### config.mk
export PLATFORM = sky130hd
export DESIGN_NAME = radix4_seq_accum
export DESIGN_NICKNAME = d
export VERILOG_FILES = /design/src/rtl/radix4_seq_accum.sv
export SDC_FILE = /design/constraint.sdc
export NUM_CORES = 1
export LEC_CHECK = 0
export CORE_AREA = 2 2 83 85
export CTS_BUF_LIST = sky130_fd_sc_hd__clkbuf_16
export CTS_CLUSTER_SIZE = 24
export DETAILED_ROUTE_END_ITERATION = 16
export DIE_AREA = 0 0 85 87
export PLACE_DENSITY = 0.79
export SYNTH_ARGS = -nofsm -noshare
export SYNTH_HDL_FRONTEND = slang
export SYNTH_SLANG_ARGS = --single-unit
### constraint.sdc
create_clock -name clk_i -period 3.7 [get_ports clk_i]
set_input_delay 0.74 -clock clk_i [delete_from_list [all_inputs] [get_ports clk_i]]
set_output_delay 0.74 -clock clk_i [all_outputs]
set_load 0.02 [all_outputs]
### src/rtl/radix4_seq_accum.sv
// Radix-4 sequential multiplier controller: issues four 2-bit B digits to an external
// 8x2 partial-product stage and shift-accumulates the returned products into a 16-bit result.
module radix4_seq_accum #(
  parameter int PP_LAT = 1
) (
  input  logic        clk_i,
  input  logic        rst_ni,
  input  logic        valid_i,
  input  logic [7:0]  a_i,
  input  logic [7:0]  b_i,
  output logic        ready_o,
  output logic [7:0]  pp_a_o,
  output logic [1:0]  pp_b_o,
  output logic        pp_valid_o,
  input  logic [9:0]  pp_i,
  output logic        valid_o,
  output logic [15:0] product_o,
  input  logic        ready_i
);

  typedef enum logic [1:0] {IDLE, RUN, DONE} state_t;

  state_t      state;
  state_t      state_nxt;
  logic [7:0]  b_lat;
  logic [2:0]  issue_cnt;
  logic [1:0]  acc_cnt;
  logic [15:0] acc;
  logic [15:0] pp_ext;
  logic [15:0] pp_shift;
  logic [15:0] acc_sum;
  logic        pp_qual;
  logic        acc_en;

  // Delayed copy of pp_valid_o marks the cycle the matching pp_i is present.
  generate
    if (PP_LAT == 0) begin : g_nolat
      assign pp_qual = pp_valid_o;
    end else begin : g_lat
      logic [PP_LAT-1:0] vld_sr;
      always_ff @(posedge clk_i or negedge rst_ni) begin
        if (!rst_ni) vld_sr <= '0;
        else         vld_sr <= (vld_sr << 1) | PP_LAT'(pp_valid_o);
      end
      assign pp_qual = vld_sr[PP_LAT-1];
    end
  endgenerate

  assign acc_en   = pp_qual && (state == RUN);
  assign pp_ext   = {{6{pp_i[9]}}, pp_i};
  assign pp_shift = pp_ext << {acc_cnt, 1'b0};
  assign acc_sum  = acc + pp_shift;
  assign ready_o  = (state == IDLE);

  always_ff @(posedge clk_i or negedge rst_ni) begin
    if (!rst_ni) state <= IDLE;
    else         state <= state_nxt;
  end

  always_comb begin
    state_nxt = state;
    case (state)
      IDLE:    if (valid_i) state_nxt = RUN;
      RUN:     if (acc_en && acc_cnt == 2'd3) state_nxt = DONE;
      DONE:    if (ready_i) state_nxt = IDLE;
      default: state_nxt = IDLE;
    endcase
  end

  always_ff @(posedge clk_i or negedge rst_ni) begin
    if (!rst_ni) begin
      b_lat      <= '0;
      issue_cnt  <= '0;
      acc_cnt    <= '0;
      acc        <= '0;
      pp_a_o     <= '0;
      pp_b_o     <= '0;
      pp_valid_o <= 1'b0;
      valid_o    <= 1'b0;
      product_o  <= '0;
    end else begin
      case (state)
        IDLE: begin
          pp_valid_o <= 1'b0;
          if (valid_i) begin
            // Digit 0 goes out straight from the inputs so issue starts the cycle after accept.
            b_lat      <= b_i;
            acc        <= '0;
            acc_cnt    <= '0;
            issue_cnt  <= 3'd1;
            pp_a_o     <= a_i;
            pp_b_o     <= b_i[1:0];
            pp_valid_o <= 1'b1;
          end
        end
        RUN: begin
          if (issue_cnt != 3'd4) begin
            pp_b_o     <= b_lat[{issue_cnt[1:0], 1'b0} +: 2];
            pp_valid_o <= 1'b1;
            issue_cnt  <= issue_cnt + 3'd1;
          end else begin
            pp_valid_o <= 1'b0;
          end
          if (acc_en) begin
            acc     <= acc_sum;
            acc_cnt <= acc_cnt + 2'd1;
            if (acc_cnt == 2'd3) begin
              product_o <= acc_sum;
              valid_o   <= 1'b1;
            end
          end
        end
        DONE: begin
          if (ready_i) valid_o <= 1'b0;
        end
        default: ;
      endcase
    end
  end

endmodule

==> out/results.ini <==
[clock_network]
cts_tree=built
cts_root_buffer=clkbuf_16
clkTransAtPathRegs_ns=0.05
numCtsBuffers=9
post_cts_buffers=0
cts_resized=0
clk_latency_ns=0.32
clockBufferDepth=2
ctsHoldBuffers=0
h-tree-depth=3
cts_num_sinks=60

[worst_setup_path]
start_kind=input port
cp.required_ns=3.91
crit_chain=clkdlybuf4s50_1 -> nor3b_1 -> ha_1 -> a211oi_2 -> o211ai_2 -> a21o_1 -> a21oi_2 -> xnor3_1 -> mux2_2
path_class=input port to flop
crit_slowest_cell=clkdlybuf4s50_1
cp_max_fo=4
critPathMaxStageDelay_ns=0.51
cp_data_arrival_time_ns=3.30
cp-end-kind=flop

[cells_and_area]
final_util_pct=65.9
num-nets-final=440
n_fill_cell=529
layout-drive-gt1-share_pct=13.9
area_growth_pct=27.9
num_antenna_cells=0

[sta]
setup_viol=0
slew_headroom_pct=25.6
hold_violations=0
max_freq_ghz=0.323
post-route-period-util_pct=83.7
skew_ns=0.00440
setup_tns_ns=0
period_needed_ns=3.10
rsz0062_at_grt=false
worst_pin_slew_ns=1.12
drv_slew=0

[global_route]
gr-total-overflow=0
grt_first_pass_wirelength_um=12600
grt_use_total_pct=21.7
grt_max_degree=50
antenna_found_initial=0
grt_pass1_vias=2691

[logic_synthesis]
synth_area_um2=3380
async_flop_share_pct=100
yosysWarnings=0
synth_edf_count=0
syn_inst=333
ys.flop_type=dfrtp_1
ys_seq_area_share_pct=44.4
ys_types=50
synthesis.nets=382
synth_area_per_cell_um2=10.2
ys_ff_latch=60

[route]
vias_per_cell=5.71
antenna_left=0
drt-initial-drc-count=177
routed_wl_um=7380
drc=0
dr_total_vias=2720
avgRoutedWirePerCell_um=15.5
dr.pass1.iters=5

[power_and_ir_drop]
ir_drop_uv=566
powerDensity_nw_per_um2=1090
p_sw_w=0.00197
pwr-share-clk_pct=18.7
p_int_w=0.00276
power_leakage_nw=1.93
p_comb_share_pct=55.0
netSwitchingFraction_pct=41.6
pwr-share-seq_pct=26.4

[job]
drv_cap=0

[die]
start_util_pct=51.5
row_count=30
chipHeight_um=87
core_um2=6570
dieWidth_um=85
die-area_um2=7400
io_pins=59

[placed_design]
routabilityCongestion=0.892
portBuffers=58
place_hpwl_um=5350

[worst_hold_path]
hp-class=flop to flop

[status]
run_status=completed

## Yosys cell counts (all sizes together), types with 5 or more instances
| master | n | area [um2] |
|---|---|---|
| a211oi | 5 | 47.5 |
| a21o | 8 | 61.3 |
| a21oi | 25 | 136 |
| buf | 9 | 52.6 |
| clkbuf | 5 | 18.8 |
| dfrtp | 60 | 1500 |
| ha | 18 | 225 |
| inv | 5 | 18.8 |
| mux2 | 20 | 225 |
| mux2i | 11 | 110 |
| nand2 | 52 | 198 |
| nand3 | 6 | 30.0 |
| nor2 | 14 | 52.6 |
| o21ai | 40 | 200 |
| xnor2 | 6 | 52.6 |
| xor2 | 5 | 43.8 |
## layout make-up
type / count / area, um2 / share of cell area (%)
clock buffer: 9 / 225 / 5.21
clock inverter: 7 / 92.6 / 2.14
inverter: 5 / 18.8 / 0.434
multi-input combinational: 254 / 1790 / 41.4
sequential: 60 / 1500 / 34.7
tap: 80 / 100 / 2.31
timing repair buffer: 61 / 598 / 13.8
## cell families (layout without fill, tap and decap cells)
family          count (synthesis)  in the layout  share of synthesized area, %
buf+inv                        19             82                          2.66
simple gates                   95             95                          13.1
fa+ha+maj                      19             19                          7.25
xor+xnor                       12             12                          3.51
mux                            34             34                          11.9
compound gates                 94             94                          17.2
flops                          60             60                          44.4
## flip-flops by register name, indices dropped and copies added, names as in the netlist, 2 cells and up
register   flops
acc           16
product_o     16
b_lat          8
pp_a_o         8
issue_cnt      3
acc_cnt        2
pp_b_o         2
state          2
## worst max-delay path, delay by kind of cell
kind,cells,cell delay [ns]
simple gates,1,0.46
mux,1,0.26
buf+inv,1,0.51
compound gates,4,0.76
fa+ha+maj,1,0.36
xor+xnor,1,0.22
## routing by layer
layer / global-route usage (%) / part of all wire (%) / vias to the layer above
met5: 0 / 0 / -
met4: 7.50 / 1.6 / 0
met3: 7.20 / 6.7 / 12
met2: 34.7 / 47 / 75
met1: 27.7 / 45 / 1319
li1: - / - / 1314
## layout by cell type, fill, tap and decap left out, types with 5 or more instances in the layout
cell type         n
xnor2_1           6
nand3_1           6
clkdlybuf4s50_1  57
a21o_1            7
nand2_1          51
xor2_1            5
dfrtp_1          60
o21ai_1           5
mux2_2           20
a21oi_1          22
nor2_1           14
inv_1             6
mux2i_1          11
clkbuf_16         9
ha_1             18
o21ai_0          35
## power groups by stage
stage	Clock [W]	Combinational, W	Sequential (W)
after floorplan	0	0.00173	0.00135
after global placement	0	0.00254	0.00124
after detailed placement	0	0.00259	0.00125
after CTS	0.000891	0.00261	0.00125
after global routing	0.000924	0.00288	0.00130
final	0.000882	0.00259	0.00125
## stage by stage
stage	cell area (um2)	instances	setup slack, ns	total power [W]	hold WS, ns
4_1_cts	4330	476	0.609	0.00475	0.413
3_3_place_gp	4010	460	0.384	0.00378	0.388
6_report	4330	476	0.602	0.00472	0.411
5_1_grt	4330	476	0.465	0.00510	0.429
3_5_place_dp	4010	460	0.276	0.00384	0.397
2_1_floorplan	3380	333	0.863	0.00309	0.444
## worst paths after layout
check | start | to | slack [ns] | depth (start not counted)
max | pp_i[1] | product_o[15]$_DFFE_PN0P_ | 0.60 | 9
min in group asynchronous | rst_ni | product_o[9]$_DFFE_PN0P_ | 0.62 | 1
max in group asynchronous | rst_ni | state[1]$_DFFE_PN0P_ | 2.27 | 2
min | pp_valid_o$_DFFE_PN0P_ | g_lat.vld_sr$_DFF_PN0_ | 0.41 | 0
min reg2reg | pp_valid_o$_DFFE_PN0P_ | g_lat.vld_sr$_DFF_PN0_ | 0.41 | 0
max reg2reg | acc_cnt[0]$_DFFE_PN0P_ | product_o[15]$_DFFE_PN0P_ | 0.71 | 8
(Power assumes the default switching activity.)
